`src/rtl/render_pkg.sv`:
```
// Shared definitions for the scroll frame renderer: FSM state encoding,
// scroll-offset range derivation and the address-width helper.
package render_pkg;

   typedef enum logic [2:0] {
      ST_IDLE  = 3'd0,
      ST_BG    = 3'd1,
      ST_SPR   = 3'd2,
      ST_FLUSH = 3'd3,
      ST_DONE  = 3'd4
   } state_t;

   // Bits needed to address n items; never less than one bit.
   function automatic int addr_w(input int n);
      return (n > 1) ? $clog2(n) : 1;
   endfunction

   // Largest legal background offset: the window must stay inside a ROM row.
   function automatic int max_offset(input int world_w, input int screen_w);
      return world_w - screen_w;
   endfunction

endpackage

```
`src/rtl/raster_counter.sv`:
```
// Column/row raster counter, column fastest. Wraps to (0,0) after the last
// position; 'last' flags the final position of the raster.
module raster_counter
   import render_pkg::*;
#(
   parameter int W = 160,
   parameter int H = 120
) (
   input  logic                 clk,
   input  logic                 resetn,
   input  logic                 enable,
   input  logic                 clear,
   output logic [addr_w(W)-1:0] col,
   output logic [addr_w(H)-1:0] row,
   output logic                 last
);

   localparam int CW = addr_w(W);
   localparam int RW = addr_w(H);

   logic [CW-1:0] col_reg;
   logic [RW-1:0] row_reg;
   logic          col_end;
   logic          row_end;

   assign col_end = (col_reg == CW'(W - 1));
   assign row_end = (row_reg == RW'(H - 1));
   assign last    = col_end && row_end;
   assign col     = col_reg;
   assign row     = row_reg;

   // Advance one raster position per enabled cycle; clear has priority.
   always_ff @(posedge clk) begin
      if (!resetn || clear) begin
         col_reg <= '0;
         row_reg <= '0;
      end else if (enable) begin
         if (col_end) begin
            col_reg <= '0;
            row_reg <= row_end ? '0 : row_reg + RW'(1);
         end else begin
            col_reg <= col_reg + CW'(1);
         end
      end
   end

endmodule

```
`src/rtl/scroll_frame_renderer.sv`:
```
// Renders one frame per start pulse: a scrolling background window read from
// a wide ROM, then a clipped, colour-keyed sprite on top. Addresses go out one
// per cycle; the pixel pipeline lines coordinates up with the ROM data.
module scroll_frame_renderer
   import render_pkg::*;
#(
   parameter int SCREEN_W    = 160,
   parameter int SCREEN_H    = 120,
   parameter int WORLD_W     = 2000,
   parameter int SPR_W       = 15,
   parameter int SPR_H       = 16,
   parameter int COLOR_W     = 3,
   parameter int TRANSPARENT = 0
) (
   input  logic                                  clk,
   input  logic                                  resetn,
   input  logic                                  start,
   input  logic [addr_w(WORLD_W)-1:0]            scroll_step,
   input  logic [addr_w(SCREEN_W)-1:0]           spr_x,
   input  logic [addr_w(SCREEN_H)-1:0]           spr_y,
   output logic [addr_w(WORLD_W*SCREEN_H)-1:0]   bg_addr,
   input  logic [COLOR_W-1:0]                    bg_data,
   output logic [addr_w(SPR_W*SPR_H)-1:0]        spr_addr,
   input  logic [COLOR_W-1:0]                    spr_data,
   output logic [addr_w(SCREEN_W)-1:0]           x,
   output logic [addr_w(SCREEN_H)-1:0]           y,
   output logic [COLOR_W-1:0]                    colour,
   output logic                                  plot,
   output logic                                  busy,
   output logic                                  frame_done
);

   localparam int XW     = addr_w(WORLD_W);
   localparam int XS     = addr_w(SCREEN_W);
   localparam int YS     = addr_w(SCREEN_H);
   localparam int BAW    = addr_w(WORLD_W * SCREEN_H);
   localparam int SAW    = addr_w(SPR_W * SPR_H);
   localparam int SCW    = addr_w(SPR_W);
   localparam int SRW    = addr_w(SPR_H);
   localparam int PXW    = addr_w(SCREEN_W + SPR_W);
   localparam int PYW    = addr_w(SCREEN_H + SPR_H);
   localparam int MAXOFF = max_offset(WORLD_W, SCREEN_W);

   state_t state_reg;
   state_t state_next;

   logic bg_en;
   logic spr_en;
   logic cnt_clear;

   logic [XS-1:0]  bg_col;
   logic [YS-1:0]  bg_row;
   logic           bg_last;
   logic [SCW-1:0] spr_col;
   logic [SRW-1:0] spr_row;
   logic           spr_last;

   logic [XW-1:0]  offset_reg;
   logic [XW:0]    offset_sum;
   logic [XW:0]    offset_wrap;
   logic [XW-1:0]  offset_next;

   logic [XS-1:0]  spr_x_reg;
   logic [YS-1:0]  spr_y_reg;
   logic [PXW-1:0] spr_px;
   logic [PYW-1:0] spr_py;
   logic           in_bounds;

   logic           pipe_valid_reg;
   logic           pipe_spr_reg;
   logic [XS-1:0]  x_reg;
   logic [YS-1:0]  y_reg;
   logic           frame_done_reg;

   raster_counter #(.W(SCREEN_W), .H(SCREEN_H)) u_bg_cnt (
      .clk    (clk),
      .resetn (resetn),
      .enable (bg_en),
      .clear  (cnt_clear),
      .col    (bg_col),
      .row    (bg_row),
      .last   (bg_last)
   );

   raster_counter #(.W(SPR_W), .H(SPR_H)) u_spr_cnt (
      .clk    (clk),
      .resetn (resetn),
      .enable (spr_en),
      .clear  (cnt_clear),
      .col    (spr_col),
      .row    (spr_row),
      .last   (spr_last)
   );

   // FSM state register.
   always_ff @(posedge clk) begin
      if (!resetn) state_reg <= ST_IDLE;
      else         state_reg <= state_next;
   end

   // FSM next-state logic: start is only honoured while idle.
   always_comb begin
      state_next = state_reg;
      case (state_reg)
         ST_IDLE:  if (start)    state_next = ST_BG;
         ST_BG:    if (bg_last)  state_next = ST_SPR;
         ST_SPR:   if (spr_last) state_next = ST_FLUSH;
         ST_FLUSH: state_next = ST_DONE;
         ST_DONE:  state_next = ST_IDLE;
         default:  state_next = ST_IDLE;
      endcase
   end

   // FSM outputs: counter enables, counter clear and busy.
   always_comb begin
      bg_en     = (state_reg == ST_BG);
      spr_en    = (state_reg == ST_SPR);
      cnt_clear = (state_reg == ST_IDLE);
      busy      = (state_reg != ST_IDLE);
   end

   // Offset update computed one bit wider so the sum cannot overflow before the wrap compare.
   always_comb begin
      offset_sum  = {1'b0, offset_reg} + {1'b0, scroll_step};
      offset_wrap = offset_sum - (XW + 1)'(MAXOFF + 1);
      offset_next = (offset_sum <= (XW + 1)'(MAXOFF)) ? offset_sum[XW-1:0] : offset_wrap[XW-1:0];
   end

   // Scroll offset advances once per frame, sampling scroll_step only in DONE.
   always_ff @(posedge clk) begin
      if (!resetn)                  offset_reg <= '0;
      else if (state_reg == ST_DONE) offset_reg <= offset_next;
   end

   // Sprite position is captured when a frame is accepted and held for the whole frame.
   always_ff @(posedge clk) begin
      if (!resetn) begin
         spr_x_reg <= '0;
         spr_y_reg <= '0;
      end else if (state_reg == ST_IDLE && start) begin
         spr_x_reg <= spr_x;
         spr_y_reg <= spr_y;
      end
   end

   // Address generation and sprite clipping for the pixel currently being issued.
   always_comb begin
      spr_px    = PXW'(spr_x_reg) + PXW'(spr_col);
      spr_py    = PYW'(spr_y_reg) + PYW'(spr_row);
      in_bounds = (spr_px < PXW'(SCREEN_W)) && (spr_py < PYW'(SCREEN_H));
      bg_addr   = bg_en ? (BAW'(offset_reg) + BAW'(bg_col) + BAW'(bg_row) * BAW'(WORLD_W)) : '0;
      spr_addr  = spr_en ? (SAW'(spr_row) * SAW'(SPR_W) + SAW'(spr_col)) : '0;
   end

   // One-stage pixel pipeline matching the ROM read latency, plus the frame_done pulse.
   always_ff @(posedge clk) begin
      if (!resetn) begin
         pipe_valid_reg <= 1'b0;
         pipe_spr_reg   <= 1'b0;
         x_reg          <= '0;
         y_reg          <= '0;
         frame_done_reg <= 1'b0;
      end else begin
         pipe_valid_reg <= bg_en || (spr_en && in_bounds);
         pipe_spr_reg   <= spr_en;
         x_reg          <= bg_en ? bg_col : spr_px[XS-1:0];
         y_reg          <= bg_en ? bg_row : spr_py[YS-1:0];
         frame_done_reg <= (state_reg == ST_DONE);
      end
   end

   // VGA write port: colour comes straight from the ROM that was addressed last cycle;
   // transparent sprite pixels are dropped here because their data only arrives now.
   always_comb begin
      x          = x_reg;
      y          = y_reg;
      frame_done = frame_done_reg;
      colour     = pipe_valid_reg ? (pipe_spr_reg ? spr_data : bg_data) : '0;
      plot       = pipe_valid_reg && !(pipe_spr_reg && spr_data == COLOR_W'(TRANSPARENT));
   end

endmodule

```
`config.mk`:
```
export PLATFORM = sky130hd
export DESIGN_NAME = scroll_frame_renderer
export DESIGN_NICKNAME = d
export VERILOG_FILES = /design/src/rtl/render_pkg.sv /design/src/rtl/raster_counter.sv /design/src/rtl/scroll_frame_renderer.sv
export SDC_FILE = /design/constraint.sdc
export NUM_CORES = 1
export LEC_CHECK = 0
export BUFFER_PORTS_ARGS = -buffer_cell sky130_fd_sc_hd__buf_2
export CORE_MARGIN = 3
export CORE_UTILIZATION = 55
export CTS_CLUSTER_SIZE = 25
export DETAILED_ROUTE_END_ITERATION = 8
export PLACE_DENSITY_LB_ADDON = 0.25
export RECOVER_POWER = 25
export SYNTH_ARGS = -nofsm -noshare
export SYNTH_HDL_FRONTEND = slang
export SYNTH_HIERARCHICAL = 1
export SYNTH_SLANG_ARGS = --single-unit
```
`constraint.sdc`:
```
create_clock -name clk -period 18.8 [get_ports clk]
set_clock_uncertainty 0.1 [all_clocks]
set_input_delay 3.76 -clock clk [delete_from_list [all_inputs] [get_ports clk]]
set_output_delay 3.76 -clock clk [all_outputs]
set_load 0.02 [all_outputs]
```
==> results of run 1 <==
-- layout make-up --
type                       count  area share (%)
clock buffer                  10            2.96
clock inverter                 6            1.73
inverter                      83            4.03
multi-input combinational    645            65.3
sequential                    70            18.1
tap                          168            2.72
timing repair buffer          82            5.19
-- power by group through the flow --
| stage | registers, mW | clock network, mW | logic, mW |
|---|---|---|---|
| floorplan | 0.159 | 0 | 0.0254 |
| global placement | 0.158 | 0 | 0.0367 |
| finish | 0.155 | 0.204 | 0.0369 |
| global route | 0.155 | 0.213 | 0.0415 |
| CTS | 0.155 | 0.207 | 0.0374 |
| detailed placement | 0.158 | 0 | 0.0371 |
-- synthesized netlist by cell type, types with 3 or more instances --
cell type,n,area [um2]
sky130_fd_sc_hd__o21ai_0,26,130
sky130_fd_sc_hd__and3_1,9,56.3
sky130_fd_sc_hd__or3_1,6,37.5
sky130_fd_sc_hd__ha_1,93,1160
sky130_fd_sc_hd__inv_1,82,308
sky130_fd_sc_hd__xor2_1,21,184
sky130_fd_sc_hd__nand3_1,27,135
sky130_fd_sc_hd__o211ai_1,9,67.6
sky130_fd_sc_hd__nand4_1,9,56.3
sky130_fd_sc_hd__nand2b_1,11,68.8
sky130_fd_sc_hd__and2_1,8,50.1
sky130_fd_sc_hd__o21a_1,4,30.0
sky130_fd_sc_hd__clkbuf_1,16,60.1
sky130_fd_sc_hd__fa_1,33,661
sky130_fd_sc_hd__a31oi_1,3,18.8
sky130_fd_sc_hd__xnor2_1,28,245
sky130_fd_sc_hd__dfxtp_1,70,1400
sky130_fd_sc_hd__nor4_1,3,18.8
sky130_fd_sc_hd__nor3b_1,4,30.0
sky130_fd_sc_hd__o31ai_1,5,37.5
sky130_fd_sc_hd__nor2_1,57,214
sky130_fd_sc_hd__a211oi_1,13,97.6
sky130_fd_sc_hd__nand3b_1,8,60.1
sky130_fd_sc_hd__a21oi_1,68,340
sky130_fd_sc_hd__nor2b_1,16,100
sky130_fd_sc_hd__nor3_1,21,105
sky130_fd_sc_hd__o21ai_1,4,20.0
sky130_fd_sc_hd__nand2_1,72,270
sky130_fd_sc_hd__buf_6,3,33.8
sky130_fd_sc_hd__a311oi_1,4,35.0
sky130_fd_sc_hd__o21bai_1,3,22.5
sky130_fd_sc_hd__a221oi_1,3,26.3
sky130_fd_sc_hd__a21o_1,15,113
sky130_fd_sc_hd__mux2i_1,10,100
sky130_fd_sc_hd__or2_2,6,37.5
-- how the worst min path moves through the flow --
stage / endpoint / from / slack (ns) / depth (start not counted)
2_1_floorplan: spr_x_reg[0] / spr_x_reg[0] / 0.34 / 2
3_3_place_gp: spr_y_reg[0] / spr_y_reg[0] / 0.35 / 2
3_5_place_dp: spr_x_reg[3] / spr_x_reg[3] / 0.35 / 2
4_1_cts: spr_y_reg[0] / spr_y_reg[0] / 0.36 / 2
5_1_grt: spr_y_reg[0] / spr_y_reg[0] / 0.39 / 2
6_report: spr_y_reg[0] / spr_y_reg[0] / 0.36 / 2
-- metal layers --
metal | track usage, % | share of wire [%] | wire length (um) | vias up
li1 | - | - | - | 3020
met1 | 28.3 | 48 | 6940 | 2704
met2 | 36.2 | 48 | 6910 | 108
met3 | 3.27 | 3.6 | 529 | 12
met4 | 4.40 | 0.93 | 135 | 0
met5 | 0 | 0 | 0 | -
-- worst min-delay path, delay by kind of cell, from the launching register on --
kind	cells	cell delay (ns)
and+or+nand+nor	1	0.05
DFF	1	0.31
AOI/OAI and AO/OA	1	0.05
-- per-stage QoR --
| step | instance area [um2] | setup WS, ns | util [%] | hold WS (ns) |
|---|---|---|---|---|
| floorplan | 6890 | 10.01 | - | 0.340 |
| global placement | 7390 | 9.86 | 61.0 | 0.351 |
| detailed placement | 7390 | 9.75 | 61.0 | 0.354 |
| CTS | 7750 | 9.38 | 64.0 | 0.364 |
| global route | 7740 | 9.03 | 63.9 | 0.389 |
| finish | 7740 | 9.37 | 63.9 | 0.363 |
-- cells by family after synthesis --
logic type / share of synthesized area (%)
AND/OR/NAND/NOR: 20.3
AO/OA/AOI/OAI: 18.2
adder cells (fa/ha/maj): 26.5
buffers and inverters: 6.32
flip-flops: 20.3
XOR/XNOR: 6.70
multiplexers: 1.67
==> metrics.json, run 1 <==
{
  "setup_path": {
    "crit_path_max_fanout": 14,
    "crit_type": "flip-flop to primary output",
    "crit_slowest_cell": "sky130_fd_sc_hd__dfxtp_1",
    "critPathMaxStageDelay_ns": 0.65,
    "crit_required_ns": 14.94,
    "most_common_cell_type_on_the_critical_path": "sky130_fd_sc_hd__fa_1",
    "timing.reg2reg.worst_path_depth": 8,
    "setup.worst_path.start_class": "flip-flop",
    "startpoint": "u_bg_cnt/row[2]",
    "endpoint_of_the_worst_setup_timing_path": "bg_addr[17]",
    "path_delay_family": "adder cells",
    "worstReg2RegStart": "state_reg[0]",
    "worstSetupEndpointType": "primary output",
    "critPathBufInv": 3,
    "worst-endpoint-arrival_ns": 5.57,
    "crit_cells": 16,
    "series_of_cell_instances_along_the_critical_path": "fa_1 > fa_1 > inv_1 > fa_1 > fa_1 > inv_1 > ha_1 > xnor2_1 > ha_1 > ha_1 > nand3_1 > a211oi_1 > o311ai_0 > o21ai_0 > o31ai_1 > buf_2",
    "reg2reg_to": "u_bg_cnt/row[4]",
    "worst-r2r-setup-slack_ns": 15.57
  },
  "drt": {
    "routedWlPerCell_um": 13.6,
    "drt_pass1_iterations": 5,
    "drtIter0Drc": 261,
    "via_count": 5844,
    "final_ant_viol_nets": 0,
    "post_drt_via_cell_ratio": 5.49,
    "route.final.wire_length_mm": 14.5,
    "drcViolationCount": 0
  },
  "grt": {
    "grt_pass1_vias": 5470,
    "gr-usage-all-layers_pct": 21.1,
    "antenna_found_initial": 0,
    "grt_first_pass_wirelength_mm": 25.0,
    "overflow": 0,
    "grt_max_degree": 41
  },
  "power_and_ir_drop": {
    "clock_power_share_pct": 51.5,
    "comb_power_share_pct": 9.3,
    "powerDensity_nw_per_um2": 51.1,
    "p_sw_mw": 0.0868,
    "power.sequential.fraction_pct": 39.1,
    "ir_worst_vdd_mv": 0.0438,
    "total_power_mw": 0.396,
    "cell_internal_pwr_mw": 0.309,
    "p_leak_nw": 3.68,
    "switching_fraction_pct": 21.9
  },
  "floorplanning": {
    "rows": 40,
    "ios": 82,
    "die_y_um": 118,
    "die_area_um2": 13900,
    "coreArea_um2": 12100,
    "die_x_um": 118,
    "initial_utilization_pct": 56.9
  },
  "sta": {
    "final_min_period_over_clock_period_pct": 50.2,
    "hold_violations": 0,
    "tightest_slew_ns": 1.04,
    "final_max_slew_viol_count": 0,
    "final_period_minus_worst_setup_slack_ns": 9.43,
    "count_of_endpoints_failing_setup_in_the_final_report": 0,
    "fmax_mhz": 106,
    "rsz0062_at_grt": "false",
    "tns_ns": 0,
    "slew-limit-headroom_pct": 30.5
  },
  "worst_hold_path": {
    "min_path_type": "flip-flop to flip-flop"
  },
  "finish": {
    "largest_reg_flops": 11,
    "commonest_non_fill_non_tap_cell_in_the_layout": "sky130_fd_sc_hd__ha_1",
    "antenna-diode-count": 0,
    "areaGrowthSynthToFinish_pct": 12.4,
    "multi_input_comb_area_um2": 5050,
    "leading_cell_types_in_the_layout_fill_and_taps_excluded": "sky130_fd_sc_hd__ha_1 (93), sky130_fd_sc_hd__inv_1 (82), sky130_fd_sc_hd__nand2_1 (72), sky130_fd_sc_hd__buf_2 (72), sky130_fd_sc_hd__dfxtp_1 (70)",
    "finish.cell_count_without_fillers": 1064,
    "final_layout_size_suffix_gt1_share_pct": 13.2,
    "design.final.nets": 1052,
    "fillCellCount": 1110,
    "layout.area.seq_um2": 1400
  },
  "placement": {
    "post_dp_hpwl_mm": 11.4,
    "placed_cells": 1048,
    "buffer_ports.inserted": 81,
    "place.gp.congestion": 0.809
  },
  "synthesis": {
    "synth_edf_count": 0,
    "netlist_instances": 822,
    "mappedNetlistArea_um2": 6890,
    "synth.distinct_cells": 78,
    "ys_seq_area_share_pct": 20.3,
    "synth-seq-cells": 70,
    "syn_warnings": 6,
    "postSynthNetCount": 983,
    "async_flop_share_pct": 0,
    "synth_flop_cell": "sky130_fd_sc_hd__dfxtp_1",
    "synth_area_per_cell_um2": 8.38
  },
  "clock_network": {
    "post_cts_resize_count": 0,
    "number_of_sinks_handled_by_clock_tree_synthesis": 70,
    "cts_htree_levels": 3,
    "cts.repair_timing.setup_buffer_count": 0,
    "worst_skew_pair.late_latency_ns": 0.34,
    "post_cts_hold_buffer_count": 0,
    "clk_pin_slew_worst_paths_ns": 0.05,
    "clk_path_buf_depth": 2,
    "ctsRootBufferMaster": "sky130_fd_sc_hd__clkbuf_16",
    "cts_buffers": 9,
    "tritoncts": "done"
  },
  "outcome": {
    "result_of_the_run": "finished, final reports clean"
  },
  "run": {
    "drv_cap": 0
  }
}
(Power assumes the default switching activity.)
==> run 2: changes to the inputs <==
CORE_UTILIZATION = 54   (was 55)
clock period = 8 ns   (was 18.8 ns; I/O delays follow)
==> metrics.json, run 2 (same netlist as run 1, synthesis figures left out) <==
{
  "setup_path": {
    "worstSetupEndpointType": "primary output",
    "critPathMaxStageDelay": {"value": 0.64, "unit": "ns", "change": "about the same"},
    "crit_required": {"value": 6.30, "unit": "ns", "change": "-8.64 ns"},
    "most_common_cell_type_on_the_critical_path": "sky130_fd_sc_hd__fa_1",
    "crit_path_max_fanout": {"value": 14, "change": "unchanged"},
    "path_delay_family": "adder cells",
    "worst-r2r-setup-slack": {"value": 4.74, "unit": "ns", "change": "-10.83 ns"},
    "series_of_cell_instances_along_the_critical_path": "fa_1 > fa_1 > inv_1 > fa_1 > fa_1 > inv_1 > ha_1 > xnor2_1 > ha_1 > ha_1 > nand3_1 > a211oi_1 > o311ai_0 > o31ai_1 > buf_2",
    "setup.worst_path.start_class": "flip-flop",
    "worst-endpoint-arrival": {"value": 5.60, "unit": "ns", "change": "+0.03 ns"},
    "crit_slowest_cell": "sky130_fd_sc_hd__dfxtp_1",
    "critPathBufInv": {"value": 3, "change": "unchanged"},
    "crit_type": "flip-flop to primary output"
  },
  "power_and_ir_drop": {
    "p_leak": {"value": 3.60, "unit": "nW", "change": "-2.1%"},
    "total_power": {"value": 0.827, "unit": "mW", "change": "+110%"},
    "powerDensity": {"value": 108, "unit": "nW/um2", "change": "+110%"},
    "ir_worst_vdd": {"value": 0.0989, "unit": "mV", "change": "+130%"}
  },
  "clock_network": {
    "tritoncts": "done",
    "clk_pin_slew_worst_paths": {"value": 0.06, "unit": "ns", "change": "about the same"},
    "cts.repair_timing.setup_buffer_count": {"value": 0, "change": "unchanged"},
    "post_cts_hold_buffer_count": {"value": 0, "change": "unchanged"},
    "worst_skew_pair.late_latency": {"value": 0.34, "unit": "ns", "change": "about the same"},
    "ctsRootBufferMaster": "sky130_fd_sc_hd__clkbuf_16",
    "cts_buffers": {"value": 9, "change": "unchanged"},
    "cts_htree_levels": {"value": 3, "change": "unchanged"},
    "post_cts_resize_count": {"value": 0, "change": "unchanged"},
    "number_of_sinks_handled_by_clock_tree_synthesis": {"value": 70, "change": "unchanged"},
    "clk_path_buf_depth": {"value": 2, "change": "unchanged"}
  },
  "finish": {
    "antenna-diode-count": {"value": 0, "change": "unchanged"},
    "leading_cell_types_in_the_layout_fill_and_taps_excluded": "sky130_fd_sc_hd__ha_1 (93), sky130_fd_sc_hd__inv_1 (82), sky130_fd_sc_hd__nand2_1 (72), sky130_fd_sc_hd__dfxtp_1 (70), sky130_fd_sc_hd__a21oi_1 (68)",
    "largest_reg_flops": {"value": 11, "change": "unchanged"},
    "commonest_non_fill_non_tap_cell_in_the_layout": "sky130_fd_sc_hd__ha_1",
    "multi_input_comb_area": {"value": 5050, "unit": "um2", "change": "unchanged"},
    "fillCellCount": {"value": 1115, "change": "+0.45%"},
    "layout.area.seq": {"value": 1400, "unit": "um2", "change": "unchanged"},
    "areaGrowthSynthToFinish_pct": 11.1,
    "final_layout_size_suffix_gt1_share": {"value": 12.4, "unit": "%", "change": "-0.78 points"},
    "stdcell_area": {"value": 7650, "unit": "um2", "change": "-1.1%"},
    "design.final.nets": {"value": 1052, "change": "unchanged"}
  },
  "floorplanning": {
    "die_y": {"value": 119, "unit": "um", "change": "+0.87%"},
    "rows": {"value": 40, "change": "unchanged"},
    "ios": {"value": 82, "change": "unchanged"},
    "coreArea": {"value": 12300, "unit": "um2", "change": "+1.2%"},
    "initial_utilization": {"value": 56.2, "unit": "%", "change": "-0.70 points"},
    "die_area": {"value": 14100, "unit": "um2", "change": "+1.8%"},
    "die_x": {"value": 119, "unit": "um", "change": "+0.87%"}
  },
  "drt": {
    "post_drt_via_cell_ratio": {"value": 5.50, "change": "+0.17%"},
    "final_ant_viol_nets": {"value": 0, "change": "unchanged"},
    "drtIter0Drc": {"value": 283, "change": "+8.4%"},
    "drt_pass1_iterations": {"value": 5, "change": "unchanged"},
    "route.final.wire_length": {"value": 14.8, "unit": "mm", "change": "+2.2%"},
    "routedWlPerCell": {"value": 13.9, "unit": "um", "change": "+2.2%"},
    "via_count": {"value": 5854, "change": "+0.17%"},
    "drcViolationCount": {"value": 0, "change": "unchanged"}
  },
  "sta": {
    "slew-limit-headroom": {"value": 24.1, "unit": "%", "change": "-6.4 points"},
    "tightest_slew": {"value": 1.13, "unit": "ns", "change": "+0.0948 ns"},
    "final_period_minus_worst_setup_slack_ns": 7.30,
    "final_max_slew_viol_count": {"value": 0, "change": "unchanged"},
    "fmax_mhz": 137,
    "hold_violations": {"value": 0, "change": "unchanged"},
    "rsz0062_at_grt": "false",
    "finalHoldWorstSlack": {"value": 0.361, "unit": "ns", "change": "-0.00140 ns"},
    "final_min_period_over_clock_period_pct": 91.3,
    "tns": {"value": 0, "unit": "ns", "change": "unchanged"},
    "count_of_endpoints_failing_setup_in_the_final_report": {"value": 0, "change": "unchanged"}
  },
  "grt": {
    "grt_pass1_vias": {"value": 5513, "change": "+0.79%"},
    "antenna_found_initial": {"value": 0, "change": "unchanged"},
    "grt_first_pass_wirelength": {"value": 25.0, "unit": "mm", "change": "+0.14%"},
    "overflow": {"value": 0, "change": "unchanged"},
    "gr-usage-all-layers": {"value": 21.2, "unit": "%", "change": "+0.031 points"},
    "grt_max_degree": {"value": 41, "change": "unchanged"}
  },
  "placement": {
    "dpl_cell_area": {"value": 7390, "unit": "um2", "change": "unchanged"},
    "post_dp_hpwl": {"value": 11.5, "unit": "mm", "change": "+1.3%"},
    "buffer_ports.inserted": {"value": 81, "change": "unchanged"},
    "place.gp.congestion": {"value": 0.846, "change": "+4.5%"}
  },
  "worst_hold_path": {
    "min_path_type": "flip-flop to flip-flop"
  },
  "run": {
    "drv_cap": {"value": 0, "change": "unchanged"}
  },
  "outcome": {
    "result_of_the_run": "finished, final reports clean"
  }
}
[run 2: cell count changes in the layout (fill, tap and decap cells not counted), sizes merged]
cell      before  now
buf           73   65
bufinv         4    0
clkinvlp       0    3
clkbuf        19   27
inv           82   83
[run 2: layout make-up]
| cell class | instances | share of cell area (%) |
|---|---|---|
| tap | 168 | 2.75 |
| clock inverter | 6 | 0.589 |
| multi-input combinational | 645 | 66.0 |
| sequential | 70 | 18.3 |
| inverter | 83 | 4.07 |
| clock buffer | 10 | 3.12 |
| timing repair buffer | 82 | 5.12 |
[run 2: power breakdown]
group | leakage [nW] | switching, mW | internal (mW)
logic | 2.90 | 0.0550 | 0.0325
clock network | 0.131 | 0.156 | 0.219
registers | 0.568 | 0.00636 | 0.357
total | 3.60 | 0.218 | 0.609
[run 2: tightest hold or removal path: stages (launching register included)]
cell and delay, ns:
sky130_fd_sc_hd__dfxtp_1 0.31, sky130_fd_sc_hd__nand2_1 0.05, sky130_fd_sc_hd__a21oi_1 0.05
[run 2: per-layer routing]
| metal | vias to the layer above | GRT usage [%] | part of all wire, % |
|---|---|---|---|
| met3 | 11 | 3.51 | 5.0 |
| li1 | 3016 | - | - |
| met1 | 2700 | 28.9 | 47 |
| met2 | 127 | 35.7 | 47 |
| met4 | 0 | 3.69 | 0.87 |
| met5 | - | 0 | 0 |
[run 2: metrics by stage]
step,utilization [%],cells,setup slack [ns]
after floorplan,-,822,1.37
after global placement,60.3,1048,1.19
after detailed placement,60.3,1048,1.05
after CTS,62.6,1064,0.685
after global routing,62.4,1064,0.256
final,62.4,1064,0.699
[run 2: worst paths after layout]
path                   startpoint               to  depth (start not counted)
setup / recovery  u_bg_cnt/row[2]      bg_addr[17]                         15
hold / removal       spr_x_reg[3]     spr_x_reg[3]                          2
setup reg to reg     state_reg[0]  u_bg_cnt/row[4]                          8
hold reg to reg      spr_x_reg[3]     spr_x_reg[3]                          2
